### src/rtl/wishbone_slave_mc.sv
// rtl/wishbone_slave_mc.sv - Wishbone slave bridging to a register file and FIFO channels.
// Optional FIFO wait timeout enabled by defining WB_SLAVE_MC_TIMEOUT_EN.
module wishbone_slave_mc #(
  parameter int               DATA_W    = 128,
  parameter int               ADR_W     = 5,
  parameter int               FIFO_CH   = 2,
  parameter int               REG_LIMIT = 16,
  parameter logic [ADR_W-1:0] CMD_ADR   = ADR_W'(3),
  parameter int               TIMEOUT   = 64
) (
  input  logic               clock,
  input  logic               reset,
  input  logic               strobe,
  input  logic               we_i,
  input  logic [ADR_W-1:0]   adr_i,
  input  logic [DATA_W-1:0]  wb_data_i,
  output logic [DATA_W-1:0]  wb_data_o,
  output logic               ack_o,
  output logic               error_o,
  output logic [ADR_W-1:0]   adr_o,
  output logic [DATA_W-1:0]  host_data_o,
  input  logic [DATA_W-1:0]  host_data_i,
  output logic               reg_read_en,
  output logic               reg_write_en,
  output logic [FIFO_CH-1:0] fifo_read_en,
  output logic [FIFO_CH-1:0] fifo_write_en,
  input  logic [FIFO_CH-1:0] fifo_read_wait,
  input  logic [FIFO_CH-1:0] fifo_write_wait,
  output logic               new_command
);

  localparam int CH_W = (FIFO_CH > 1) ? $clog2(FIFO_CH) : 1;

  if ((FIFO_CH < 1) || (FIFO_CH > 8) || (TIMEOUT < 1)) begin : g_param_check
    $error("wishbone_slave_mc: FIFO_CH must be 1..8 and TIMEOUT >= 1");
  end

  typedef enum logic [2:0] {
    S_IDLE, S_WAIT, S_ACCESS, S_ACK, S_ERR, S_RELEASE
  } state_t;

  state_t              state_q, state_d;
  logic [ADR_W-1:0]    adr_q;
  logic [DATA_W-1:0]   host_data_q;
  logic [DATA_W-1:0]   wb_data_q;
  logic                we_q;
  logic                is_reg_q;
  logic [CH_W-1:0]     chan_q;

  logic                is_reg_in, is_fifo_in, sel_wait;
  logic [CH_W-1:0]     chan_d;

  assign is_reg_in  = int'(adr_i) < REG_LIMIT;
  assign is_fifo_in = (int'(adr_i) >= REG_LIMIT) && (int'(adr_i) < REG_LIMIT + FIFO_CH);
  assign chan_d     = CH_W'(int'(adr_i) - REG_LIMIT);
  assign sel_wait   = we_q ? fifo_write_wait[chan_q] : fifo_read_wait[chan_q];

`ifdef WB_SLAVE_MC_TIMEOUT_EN
  localparam int TO_W = $clog2(TIMEOUT + 1);
  logic [TO_W-1:0] cnt_q;
  logic            timed_out;

  // Cleared while idle so every entry into WAIT starts from zero.
  always_ff @(posedge clock) begin
    if (reset)                           cnt_q <= '0;
    else if (state_q == S_IDLE)          cnt_q <= '0;
    else if (state_q == S_WAIT && sel_wait) cnt_q <= cnt_q + TO_W'(1);
  end

  assign timed_out = (cnt_q == TO_W'(TIMEOUT - 1));
`endif

  always_comb begin
    state_d = state_q;
    case (state_q)
      S_IDLE: begin
        if (strobe) begin
          if (is_reg_in)       state_d = S_ACCESS;
          else if (is_fifo_in) state_d = S_WAIT;
          else                 state_d = S_ERR;
        end
      end
      S_WAIT: begin
        if (!sel_wait)       state_d = S_ACCESS;
`ifdef WB_SLAVE_MC_TIMEOUT_EN
        else if (timed_out)  state_d = S_ERR;
`endif
      end
      S_ACCESS:     state_d = S_ACK;
      S_ACK, S_ERR: state_d = S_RELEASE;
      S_RELEASE:    if (!strobe) state_d = S_IDLE;
      default:      state_d = S_IDLE;
    endcase
  end

  always_ff @(posedge clock) begin
    if (reset) begin
      state_q     <= S_IDLE;
      adr_q       <= '0;
      host_data_q <= '0;
      wb_data_q   <= '0;
      we_q        <= 1'b0;
      is_reg_q    <= 1'b0;
      chan_q      <= '0;
    end else begin
      state_q <= state_d;
      if (state_q == S_IDLE && strobe) begin
        adr_q       <= adr_i;
        host_data_q <= wb_data_i;
        we_q        <= we_i;
        is_reg_q    <= is_reg_in;
        chan_q      <= chan_d;
      end
      if (state_q == S_ACCESS && !we_q) wb_data_q <= host_data_i;
    end
  end

  logic in_access;
  assign in_access = (state_q == S_ACCESS);

  assign adr_o         = adr_q;
  assign host_data_o   = host_data_q;
  assign wb_data_o     = wb_data_q;
  assign ack_o         = (state_q == S_ACK);
  assign error_o       = (state_q == S_ERR);
  assign reg_read_en   = in_access &&  is_reg_q && !we_q;
  assign reg_write_en  = in_access &&  is_reg_q &&  we_q;
  assign fifo_read_en  = (in_access && !is_reg_q && !we_q) ? (FIFO_CH'(1) << chan_q) : '0;
  assign fifo_write_en = (in_access && !is_reg_q &&  we_q) ? (FIFO_CH'(1) << chan_q) : '0;
  assign new_command   = reg_write_en && (adr_q == CMD_ADR);

endmodule

### config.mk
export PLATFORM = sky130hd
export DESIGN_NAME = wishbone_slave_mc
export DESIGN_NICKNAME = d
export VERILOG_FILES = /design/src/rtl/wishbone_slave_mc.sv
export SDC_FILE = /design/constraint.sdc
export NUM_CORES = 1
export LEC_CHECK = 0
export ABC_AREA = 1
export BUFFER_PORTS_ARGS = -buffer_cell sky130_fd_sc_hd__clkbuf_2
export CAP_MARGIN = 20
export CORE_AREA = 2 2 211 213
export DETAILED_ROUTE_END_ITERATION = 6
export DIE_AREA = 0 0 213 215
export MAX_ROUTING_LAYER = met4
export SYNTH_ARGS = -nofsm -noshare
export SYNTH_HDL_FRONTEND = slang
export SYNTH_SLANG_ARGS = --single-unit
### constraint.sdc
create_clock -name clock -period 1.6 [get_ports clock]
set_clock_uncertainty 0.1 [all_clocks]
set_input_delay 0.24 -clock clock [delete_from_list [all_inputs] [get_ports clock]]
set_output_delay 0.24 -clock clock [all_outputs]
set_load 0.01 [all_outputs]
## Word level (Yosys, flattened, before mapping)

Cells that the tools add are included.

- Memories kept: 0
- Logic and storage cells: 50
- ROM bits: 0
- Latch bits: 0
- Input bits: 269
- Bits in writable memories: 0
- Output and inout port bits: 270
- Register bits after elaboration: 267

- Equality and inequality tests: 9
- Div/mod/pow operators: 0
- Reduce and logical (&&, ||, !) cells: 15
- Shift-type cells: 1
- Magnitude comparators: 4
- $add $sub $neg: 1
- $mul: 0
- Bitwise operators: 0
- Muxes and demuxes: 13

Operators by type and width:

| operator | count |
|---|---|
| 3-bit two-way mux | 5 |
| 3-bit case mux with 5 select lines | 1 |
| 1-bit logical AND | 10 |
| 5-bit less-than comparator (second input constant) | 2 |
| 3-bit by 2-bit == test with 1-bit output (second input constant) | 2 |
| 3-bit == test (second input constant) | 2 |
| 2-bit != test (second input constant) | 3 |
| 5-bit by 2-bit == test with 1-bit output (second input constant) | 1 |
| 5-bit greater-or-equal comparator (second input constant) | 1 |
| 1-bit two-way mux | 5 |
| 2-bit two-way mux | 2 |
| 3-bit by 1-bit == test with 1-bit output (second input constant) | 1 |
| 3-bit zero test | 1 |
| 3-bit AND reduction | 1 |
| 1-bit zero test | 2 |
| 1-bit by 2-bit less-than comparator with 1-bit output (second input constant) | 1 |
| 2-bit OR reduction | 1 |
| 1-bit by 1-bit left shift with 2-bit output (first input constant) | 1 |
| 1-bit subtractor (second input constant) | 1 |

## Logic depth before layout (Yosys ltp)

Gate-level depths: netlist of the first run.

- Depth after elaboration: 6
- Gate-level depth with buffers: 9
- Mapped depth without buffers: 8

## Worst setup path after synthesis of the first run

No wires, ideal clock.

- Path kind: register to output
- From: reg state_q[1]
- To: out fifo_read_en[0]
- Buffers on the path: 2
- Path slack: -0.010 ns
- Cell stages (with the launch flop): 9
- Data arrival time: 1.270 ns
- Data required time: 1.260 ns
- Cells stage by stage: dfxtp_1 -> inv_2 -> nor3_2 -> inv_2 -> nor2_4 -> inv_2 -> buf_2 -> buf_2 -> nor3_2

- Longest elaborated chain between the ends: 4

RTL lines:

| element | RTL line | text |
|---|---|---|
| start: declaration | 42 | `state_t state_q, state_d;` |
| start signal: assignment | 106 | `state_q <= state_d;` |
| 3-bit by 2-bit == test with 1-bit output | 119 | `assign in_access = (state_q == S_ACCESS);` |
| 1-bit logical AND (2 in a row) | 128 | `assign fifo_read_en = (in_access && !is_reg_q && !we_q) ? (FIFO_CH'(1) << chan_q) : '0;` |
| 2-bit two-way mux | 128 |  |
| end: declaration | 25 | `output logic [FIFO_CH-1:0] fifo_read_en,` |

Every way passes these cells.

## Worst setup path in the final report of the first run

- From: reg state_q[2]
- To: out fifo_read_en[1]

Same word-level chain as after synthesis.

==> summary.txt, run 1 <==
most area-consuming cells after synthesis - dfxtp_1, nand2_1, nor2_1
Num CTS Buffers - 30
Routed WL per cell - 16.4 um
kind of start point of the critical path - flip-flop
outcome - finished with violations
Critical Path End - fifo_read_en[1]
FF+latch count, synth - 266
period utilization - 128%
remaining antenna violation count - 0
DRT Pass-1 Iters - 5
cell taking the most area after synthesis - dfxtp_1
later-pin clock latency in the skew report - 0.56 ns
post-synth top area share - 57.3%
data required time of the worst path - 1.26 ns
unrepaired setup endpoints after global routing - true
Peak VDD IR - 0.831 mV
Bufs and invs on worst path - 3
most common cell in the synthesized netlist - nand2_1
Syn Area/Cell - 7.75 sq um
CP max stage delay - 0.33 ns
failing checks - setup timing
H-tree depth - 1
Post-synth EDFFs - 0
Worst R2R Start - state_q[2]
initial DRC count - 563
Hold Fails Final Rpt - 0
final std cells w/o fill - 2687
Row Count - 77
PD cells - 1760 mW/mm^2
placed insts - 2296
CTS tree - built
Yosys cell types - 23
critical path peak fanout - 5
root buf cell - clkbuf_16
Hold Crit Class - in2reg
Crit path top cell by count - nor3_4
All-Layer GR Usage - 17.0%
Port Buffers - 538
CP arrival - 1.71 ns
fraction of the yosys area taken by sequential cells - 57.3%
post-synthesis cell area - 0.00930 sq mm
Die W - 213 um
Max Cap Viol - 0
synth warn - 0
Max Freq - 488 MHz
worst relative slew slack - 51.9%
clock slew at reported path FFs - 0.06 ns
first-pass GRT wire length - 60300 um
gr ovfl total - 0
CTS Buffer Depth - 3
hpwl dp - 25100 um
vias after detailed routing - 11800
synth cell count leaders - nand2_1, dfxtp_1, nor2_1, a21oi_1, o21ai_1
worst slew pin tran - 0.722 ns
vias in the first global route - 11400
worst path cell trace - nor3_4 > inv_2 > nor2_4 > inv_8 > nor3_4 > buf_2
initial core utilization - 21.3%
reg2reg setup slack - -0.14 ns
core box area - 0.0436 sq mm
GP Congestion - 0.858
CTS sink count - 266
I/O pins - 539
Top delay family on crit path - simple AND/OR/NAND/NOR gates
Post-Synthesis Cells - 1200
crit path capture type - output port
Post-synth ARST share - 0%
setup tns final - -11.99 ns
DRC viols - 0
Top FF cell, synth - dfxtp_1
R2R cell count - 9
final setup margin - -0.447 ns
Critical-path top delay cell - dfxtp_2
die footprint - 0.0458 sq mm
Crit Path Class - reg2out
share of cells above drive strength 1 - 43.7%
Nets - 2342
area grow syn2layout - 104%
drt total wl - 44200 um
Slew Limit Fails - 0
reg2reg end - wb_data_o[15]
via/cell ratio - 4.40
leakage - 8.66 nW
Setup Viol. Count Final - 228
initial antenna violation count - 3
Stages on worst setup path - 6
post-layout min period - 2.05 ns
Critical Path Start - state_q[2]
chip height - 215 um
Mapped Nets - 1469
largest net degree at the start of global routing - 135
==> placed cells by master, fill, tap and decap left out, types with 16 or more instances in the layout <==
cell,netlist,routed
a21oi_1,135,101
a21oi_2,0,34
buf_12,0,26
buf_16,0,16
buf_4,1,29
buf_6,0,20
clkbuf_16,0,57
clkbuf_2,0,530
dfxtp_1,266,262
dlygate4sd3_1,0,263
nand2_1,275,253
nand2_2,0,18
nor2_1,265,198
nor2_2,1,49
nor2_4,1,20
o21ai_0,58,18
o21ai_1,75,49
o21ai_2,0,63
==> where the power goes <==
part | internal (mW) | switching, mW
Sequential | 8.71 | 1.30
Clock | 3.97 | 2.80
Combinational | 8.21 | 8.40
==> routing by layer <==
layer	track usage [%]	part of all wire, %	vias to the layer above
met2	28.6	48	524
met5	-	0	-
li1	-	-	5608
met3	3.49	7.1	149
met1	19.2	40	5532
met4	7.60	4.2	0
==> logic make-up (layout without fill, tap and decap cells) <==
kind of cell | Yosys count | in the layout | share of synthesized area (%)
buf+inv | 104 | 996 | 4.90
other cells | 0 | 3 | 0
flops | 266 | 266 | 57.3
simple gates | 560 | 560 | 23.3
compound gates | 270 | 270 | 14.6
==> stage by stage <==
step                util (%)  power [mW]  hold slack (ns)  setup slack [ns]  cell area [sq um]
floorplan                  -        15.0            0.275          -0.00986               9300
global placement        29.7        19.6            0.349          -0.00563              13000
detailed placement      29.7        19.8            0.353           -0.0193              13000
CTS                     39.6        29.2            0.101            -0.519              17300
global route            43.6        35.1            0.168            -0.532              19000
finish                  43.6        33.4           0.0857            -0.447              19000
==> registers in the layout, indices dropped and copies added, names as in the netlist <==
| register | flops |
|---|---|
| is_reg_q | 1 |
| adr_o | 5 |
| wb_data_o | 128 |
| state_q | 3 |
| host_data_o | 128 |
| we_q | 1 |
==> worst min-delay path, delay by kind of cell <==
kind,cells,cell delay (ns)
AND/OR/NAND/NOR,5,0.34
buffers and inverters,1,0.12
==> area by class of cell <==
type,count,area (sq um)
Fill cell,4042,24600
Timing Repair Buffer,925,7540
Sequential cell,266,5330
Multi-Input combinational cell,830,4300
Clock buffer,43,851
Tap cell,592,741
Inverter,17,101
Clock inverter,8,95.1
Timing Repair inverter,3,48.8
Antenna cell,3,7.51
==> how the worst min path moves through the flow <==
stage / startpoint / to / cells past startpoint
2_1_floorplan: host_data_i[117] / wb_data_o[117] / 2
3_3_place_gp: host_data_o[32] / host_data_o[32] / 2
4_1_cts: fifo_write_wait[0] / state_q[1] / 6
3_5_place_dp: host_data_o[50] / host_data_o[50] / 2
6_report: fifo_write_wait[0] / state_q[1] / 6
5_1_grt: fifo_write_wait[0] / state_q[2] / 6
==> timing repair <==
action / CTS / global route
pin swaps: 5 / 78
buffers inserted: 11 / 19
cloned: 14 / 35
resized for setup: 97 / 277
endpoints found under the setup margin: 46 / 270
hold endpoints to repair: 264 / 0
hold buffers: 263 / 0
Note: power is estimated with default switching activity, not from simulation.
==> run 2, diff against run 1 <==
--- a/config.mk
+++ b/config.mk
@@ -8,9 +8,9 @@
 export ABC_AREA = 1
 export BUFFER_PORTS_ARGS = -buffer_cell sky130_fd_sc_hd__clkbuf_2
 export CAP_MARGIN = 20
-export CORE_AREA = 2 2 211 213
+export CORE_AREA = 3 3 206 208
 export DETAILED_ROUTE_END_ITERATION = 6
-export DIE_AREA = 0 0 213 215
+export DIE_AREA = 0 0 209 211
 export MAX_ROUTING_LAYER = met4
 export SYNTH_ARGS = -nofsm -noshare
 export SYNTH_HDL_FRONTEND = slang
==> summary.txt, run 2 (synthesized netlist as in run 1, its figures left out) <==
outcome - finished with violations
failing checks - setup timing
Nets - 2316 (-1.1%)
worst slew pin tran - 0.778 ns (+0.0563 ns)
CP max stage delay - 0.33 ns (about the same)
Hold Crit Class - in2reg
CTS Buffer Depth - 3 (unchanged)
critical path peak fanout - 2 (-3)
reg2reg end - wb_data_o[7]
initial DRC count - 842 (+50%)
kind of start point of the critical path - flip-flop
share of cells above drive strength 1 - 37.7% (-6.1 points)
period utilization - 127% (-1.1 points)
chip height - 211 um (-1.9%)
Hold WS - 0.0409 ns (-0.0449 ns)
leakage - 8.46 nW (-2.4%)
H-tree depth - 1 (unchanged)
Num CTS Buffers - 31 (+3.3%)
data required time of the worst path - 1.26 ns (about the same)
CP arrival - 1.69 ns (-0.02 ns)
All-Layer GR Usage - 16.5% (-0.50 points)
worst path cell trace - nor3_4 > inv_2 > nor3_2 > buf_4 > and3_4 > buf_6
Routed WL per cell - 16.3 um (-0.76%)
final setup margin - -0.429 ns (+0.0180 ns)
unrepaired setup endpoints after global routing - true
drt total wl - 42500 um (-3.9%)
core box area - 0.0407 sq mm (-6.7%)
Crit Path Class - reg2out
post-layout util - 43.9% (+0.30 points)
CTS sink count - 266 (unchanged)
Die W - 209 um (-1.9%)
Fillers - 3753 (-7.1%)
Port Buffers - 538 (unchanged)
GP Congestion - 0.834 (-2.9%)
most common cell after layout, fill and taps aside - clkbuf_2
max layer used - met4
hold_sp - fifo_write_wait[0]
vias after detailed routing - 11600 (-1.8%)
M1 WL - 17500 um (-1.6%)
R2R cell count - 10 (+1)
worst relative slew slack - 48.1% (-3.8 points)
remaining antenna violation count - 0 (unchanged)
Top delay family on crit path - simple AND/OR/NAND/NOR gates
clock slew at reported path FFs - 0.06 ns (about the same)
die footprint - 0.0441 sq mm (-3.7%)
Stages on worst setup path - 6 (unchanged)
Row Count - 74 (-3.9%)
post-layout min period - 2.03 ns (-0.0180 ns)
first-pass GRT wire length - 58000 um (-3.9%)
most frequent cells in the layout - clkbuf_2, dfxtp_1, dlygate4sd3_1, nor2_1, nand2_1
crit path capture type - output port
Peak VDD IR - 0.980 mV (+18%)
root buf cell - clkbuf_16
DRC viols - 0 (unchanged)
initial core utilization - 22.8% (+1.5 points)
initial antenna violation count - 2 (-1)
DRT Pass-1 Iters - 5 (unchanged)
met2 routed WL - 20000 um (-6.5%)
Setup Viol. Count Final - 250 (+9.6%)
gr ovfl total - 0 (unchanged)
I/O pins - 539 (unchanged)
met3 WL - 2880 um (-7.8%)
largest net degree at the start of global routing - 135 (unchanged)
Hold Fails Final Rpt - 0 (unchanged)
via/cell ratio - 4.46 (+1.4%)
Max Freq - 493 MHz (+0.88%)
vias in the first global route - 11100 (-3.4%)
Critical-path top delay cell - dfxtp_2
area grow syn2layout - 92.1%
Max Cap Viol - 0 (unchanged)
Slew Limit Fails - 0 (unchanged)
hpwl dp - 24700 um (-1.3%)
reg2reg setup slack - -0.21 ns (-0.07 ns)
later-pin clock latency in the skew report - 0.56 ns (about the same)
Hold Path Stages - 6 (unchanged)
PD cells - 1730 mW/mm^2 (-1.3%)
CTS tree - built
Bufs and invs on worst path - 3 (unchanged)
setup tns final - -21.63 ns (-9.64 ns)
Worst R2R Start - state_q[2]
hold worst-path end - state_q[1]
## run 2: cell type report
| class | instances | area, sq um | share of cell area [%] |
|---|---|---|---|
| timing repair buffer | 901 | 6960 | 38.9 |
| clock buffer | 47 | 926 | 5.18 |
| clock inverter | 8 | 76.3 | 0.427 |
| tap | 532 | 666 | 3.73 |
| sequential | 266 | 5330 | 29.8 |
| antenna | 2 | 5.00 | 0.0280 |
| multi-input combinational | 830 | 3820 | 21.4 |
| inverter | 17 | 87.6 | 0.490 |
## run 2: worst max path at each step
stage,to,start
final,new_command,state_q[2]
after global routing,new_command,state_q[1]
after CTS,new_command,state_q[2]
after detailed placement,host_data_o[60],state_q[2]
after global placement,wb_data_o[67],state_q[1]
after floorplan,fifo_read_en[0],state_q[1]
## run 2: layer usage
| layer | vias to the layer above | global-route usage [%] |
|---|---|---|
| met4 | 0 | 8.87 |
| met2 | 520 | 27.0 |
| met1 | 5370 | 19.3 |
| li1 | 5556 | - |
| met5 | - | - |
| met3 | 154 | 2.85 |
## run 2: timing repair
action / CTS / global route
pin swaps: 4 / 17
endpoints found under the hold margin: 264 / 0
cloned: 3 / 23
setup buffers: 5 / 21
endpoints found under the setup margin: 11 / 264
hold buffers: 263 / 0
resized for setup: 36 / 147
## run 2: metrics by stage
step           worst slack, ns  area [sq um]  cells  total power, mW
4_1_cts                 -0.478         16800   2560             28.0
5_1_grt                 -0.517         17900   2603             32.7
3_3_place_gp           -0.0348         12900   2235             19.6
6_report                -0.429         17900   2603             31.0
2_1_floorplan         -0.00986          9300   1200             15.0
3_5_place_dp          -0.00625         12900   2235             19.7
## run 2: worst register-to-register path, delay by kind of cell (launching register included)
kind            cells  cell delay (ns)
buf+inv             6             0.80
simple gates        3             0.46
flops               1             0.33
compound gates      1             0.06
## run 2: power by group
part | switching, mW | internal [mW]
Combinational | 7.57 | 6.62
Sequential | 1.16 | 8.70
Clock | 2.81 | 4.12
Total | 11.5 | 19.4
==> run 3, diff against run 2 <==
--- a/config.mk
+++ b/config.mk
@@ -5,12 +5,12 @@
 export SDC_FILE = /design/constraint.sdc
 export NUM_CORES = 1
 export LEC_CHECK = 0
-export ABC_AREA = 1
+export ABC_AREA = 0
 export BUFFER_PORTS_ARGS = -buffer_cell sky130_fd_sc_hd__clkbuf_2
 export CAP_MARGIN = 20
-export CORE_AREA = 3 3 206 208
+export CORE_AREA = 3 3 207 209
 export DETAILED_ROUTE_END_ITERATION = 6
-export DIE_AREA = 0 0 209 211
+export DIE_AREA = 0 0 210 212
 export MAX_ROUTING_LAYER = met4
 export SYNTH_ARGS = -nofsm -noshare
 export SYNTH_HDL_FRONTEND = slang
==> summary.txt, run 3 <==
Die W - 210 um (+0.48%)
Max Freq - 468 MHz (-5.0%)
largest net degree at the start of global routing - 78 (-42%)
Comb power frac - 44.6% (-1.2 points)
Num CTS Buffers - 31 (unchanged)
worst slew pin tran - 0.485 ns (-0.293 ns)
reg2reg setup slack - -0.38 ns (-0.17 ns)
vias in the first global route - 12200 (+10%)
Fillers - 3538 (-5.7%)
Port Buffers - 538 (unchanged)
Switching Power - 10.6 mW (-8.4%)
most frequent cells in the layout - clkbuf_2, nand2_1, dlygate4sd3_1, dfxtp_1, a21oi_2
crit path capture type - output port
first-pass GRT wire length - 66900 um (+15%)
dpl ws - -0.168 ns (-0.161 ns)
vias after detailed routing - 12000 (+3.3%)
initial DRC count - 727 (-14%)
FF+latch count, synth - 266 (unchanged)
CTS Buffer Depth - 3 (unchanged)
synth warn - 0 (unchanged)
Sw Share - 36.4% (-0.81 points)
CTS tree - built
period utilization - 133% (+6.6 points)
Max Cap Viol - 0 (unchanged)
H-tree depth - 1 (unchanged)
R2R cell count - 8 (-2)
Critical Path End - fifo_read_en[0]
share of cells above drive strength 1 - 48.6% (+11 points)
Setup Viol. Count Final - 272 (+8.8%)
unrepaired setup endpoints after global routing - true
outcome - finished with violations
via/cell ratio - 4.59 (+3.0%)
Peak VDD IR - 0.782 mV (-20%)
remaining antenna violation count - 0 (unchanged)
drt total wl - 48600 um (+14%)
gr ovfl total - 0 (unchanged)
post-synthesis cell area - 0.00943 sq mm (+1.4%)
post-layout min period - 2.14 ns (+0.106 ns)
Worst R2R Start - state_q[1]
Critical Path Start - state_q[2]
most common cell after layout, fill and taps aside - clkbuf_2
core box area - 0.0410 sq mm (+0.68%)
Crit Path Class - reg2out
Hold WS - 0.109 ns (+0.0679 ns)
hpwl dp - 25900 um (+4.5%)
kind of start point of the critical path - flip-flop
final setup margin - -0.535 ns (-0.106 ns)
die footprint - 0.0445 sq mm (+0.95%)
initial core utilization - 23.0% (+0.16 points)
area grow syn2layout - 109%
Top FF cell, synth - dfxtp_1
Hold Crit Class - in2reg
Hold Path Stages - 4 (-2)
clock slew at reported path FFs - 0.07 ns (about the same)
chip height - 212 um (+0.47%)
I/O pins - 539 (unchanged)
All-Layer GR Usage - 19.3% (+2.8 points)
Slew Limit Fails - 0 (unchanged)
Post-synth ARST share - 0% (unchanged)
Mapped Nets - 1461 (-0.54%)
fraction of the yosys area taken by sequential cells - 56.5% (-0.78 points)
initial antenna violation count - 3 (+1)
worst relative slew slack - 67.7% (+20 points)
Clock Power Share - 24.5% (+2.1 points)
leakage - 8.90 nW (+5.2%)
GP Congestion - 0.831 (-0.34%)
Row Count - 74 (unchanged)
most area-consuming cells after synthesis - dfxtp_1, nand2_1, a21oi_1
Seq pwr share - 30.8% (-1.0 points)
Yosys cell types - 30 (+30%)
post-synth top area share - 56.5% (-0.78 points)
critical path peak fanout - 4 (+2)
PD cells - 1470 mW/mm^2 (-15%)
Syn Area/Cell - 7.91 sq um (+2.1%)
Internal Power - 18.4 mW (-5.2%)
synth cell count leaders - nand2_1, dfxtp_1, a21oi_1, clkbuf_1, buf_2
root buf cell - clkbuf_16
DRT Pass-1 Iters - 5 (unchanged)
Post-Synthesis Cells - 1192 (-0.67%)
DRC viols - 0 (unchanged)
most common cell in the synthesized netlist - nand2_1
Hold Fails Final Rpt - 0 (unchanged)
Nets - 2320 (+0.17%)
CTS sink count - 266 (unchanged)
cell taking the most area after synthesis - dfxtp_1
CP arrival - 1.80 ns (+0.11 ns)
failing checks - setup timing
later-pin clock latency in the skew report - 0.56 ns (about the same)
data required time of the worst path - 1.26 ns (about the same)
reg2reg end - host_data_o[42]
Routed WL per cell - 18.6 um (+14%)
Post-synth EDFFs - 0 (unchanged)
-- run 3: changes by cell type after synthesis, moves of 28 or more --
cell and delta:
o21ai_1 -75, o21ai_0 -57, nor2_1 -258, a21oi_1 +128
buf_2 -28, nand2_1 +250
-- run 3: stage by stage --
step           cell area, sq um  total power [mW]  utilization (%)  cells  setup TNS (ns)
2_1_floorplan              9460              12.5                -   1192           -1.23
3_3_place_gp              12800              15.2             31.3   2214          -12.30
3_5_place_dp              12800              15.4             31.3   2214          -15.58
4_1_cts                   18400              27.0             44.8   2582          -83.05
5_1_grt                   19700              30.3             48.0   2609          -87.47
6_report                  19700              29.0             48.0   2610          -75.43
-- run 3: per-layer routing --
layer  vias to the layer above  track usage [%]  share of wire (%)
li1                       5612                -                  -
met1                      5680             22.2                 39
met2                       537             32.7                 51
met3                       151             3.59                6.0
met4                         0             8.90                4.2
met5                         -                -                  0
-- run 3: cell type report --
| cell class | instances | area [sq um] | area share, % |
|---|---|---|---|
| repair buffers | 920 | 7380 | 37.5 |
| flip-flops and latches | 266 | 5340 | 27.1 |
| multi-input cells | 829 | 5240 | 26.6 |
| clock buffers | 52 | 975 | 4.96 |
| well taps | 532 | 666 | 3.38 |
| clock inverters | 4 | 55.1 | 0.280 |
| inverters | 3 | 11.3 | 0.0572 |
| diodes | 4 | 10.0 | 0.0509 |
-- run 3: cells by family (layout without fill, tap and decap cells) --
| family | after synthesis | count (layout) | share of synthesized area [%] |
|---|---|---|---|
| and+or+nand+nor | 552 | 552 | 22.7 |
| AOI/OAI and AO/OA | 274 | 274 | 14.9 |
| DFF | 266 | 266 | 56.5 |
| buffers and inverters | 97 | 979 | 5.57 |
| muxes | 3 | 3 | 0.318 |
| other | 0 | 4 | 0 |
-- run 3: critical path, stage by stage (launching register included) --
cell     delay, ns
dfxtp_4       0.36
or4b_4        0.59
nor3_4        0.13
buf_2         0.15
-- run 3: power groups by stage --
stage               clock, mW  sequential [mW]  combinational (mW)
finish                   7.12             8.94                12.9
global route             7.53             9.06                13.7
CTS                      7.25             8.71                11.0
detailed placement          0             8.65                6.75
global placement            0             8.60                6.64
floorplan                   0             9.13                3.33
-- run 3: worst min-delay path by stage --
stage,slack [ns],start,end
floorplan,0.24,adr_i[4],is_reg_q
global placement,0.34,host_data_o[42],host_data_o[42]
detailed placement,0.35,wb_data_o[44],wb_data_o[44]
CTS,0.06,strobe,state_q[0]
global route,0.12,strobe,state_q[0]
finish,0.11,strobe,state_q[0]
-- run 3: what timing repair did --
item,in CTS,in global routing
hold buffers,263,0
hold endpoints to repair,265,0
buffers inserted,25,14
cloned,25,19
gates resized for setup,277,250
setup endpoints to repair,271,274
pin swaps,189,100
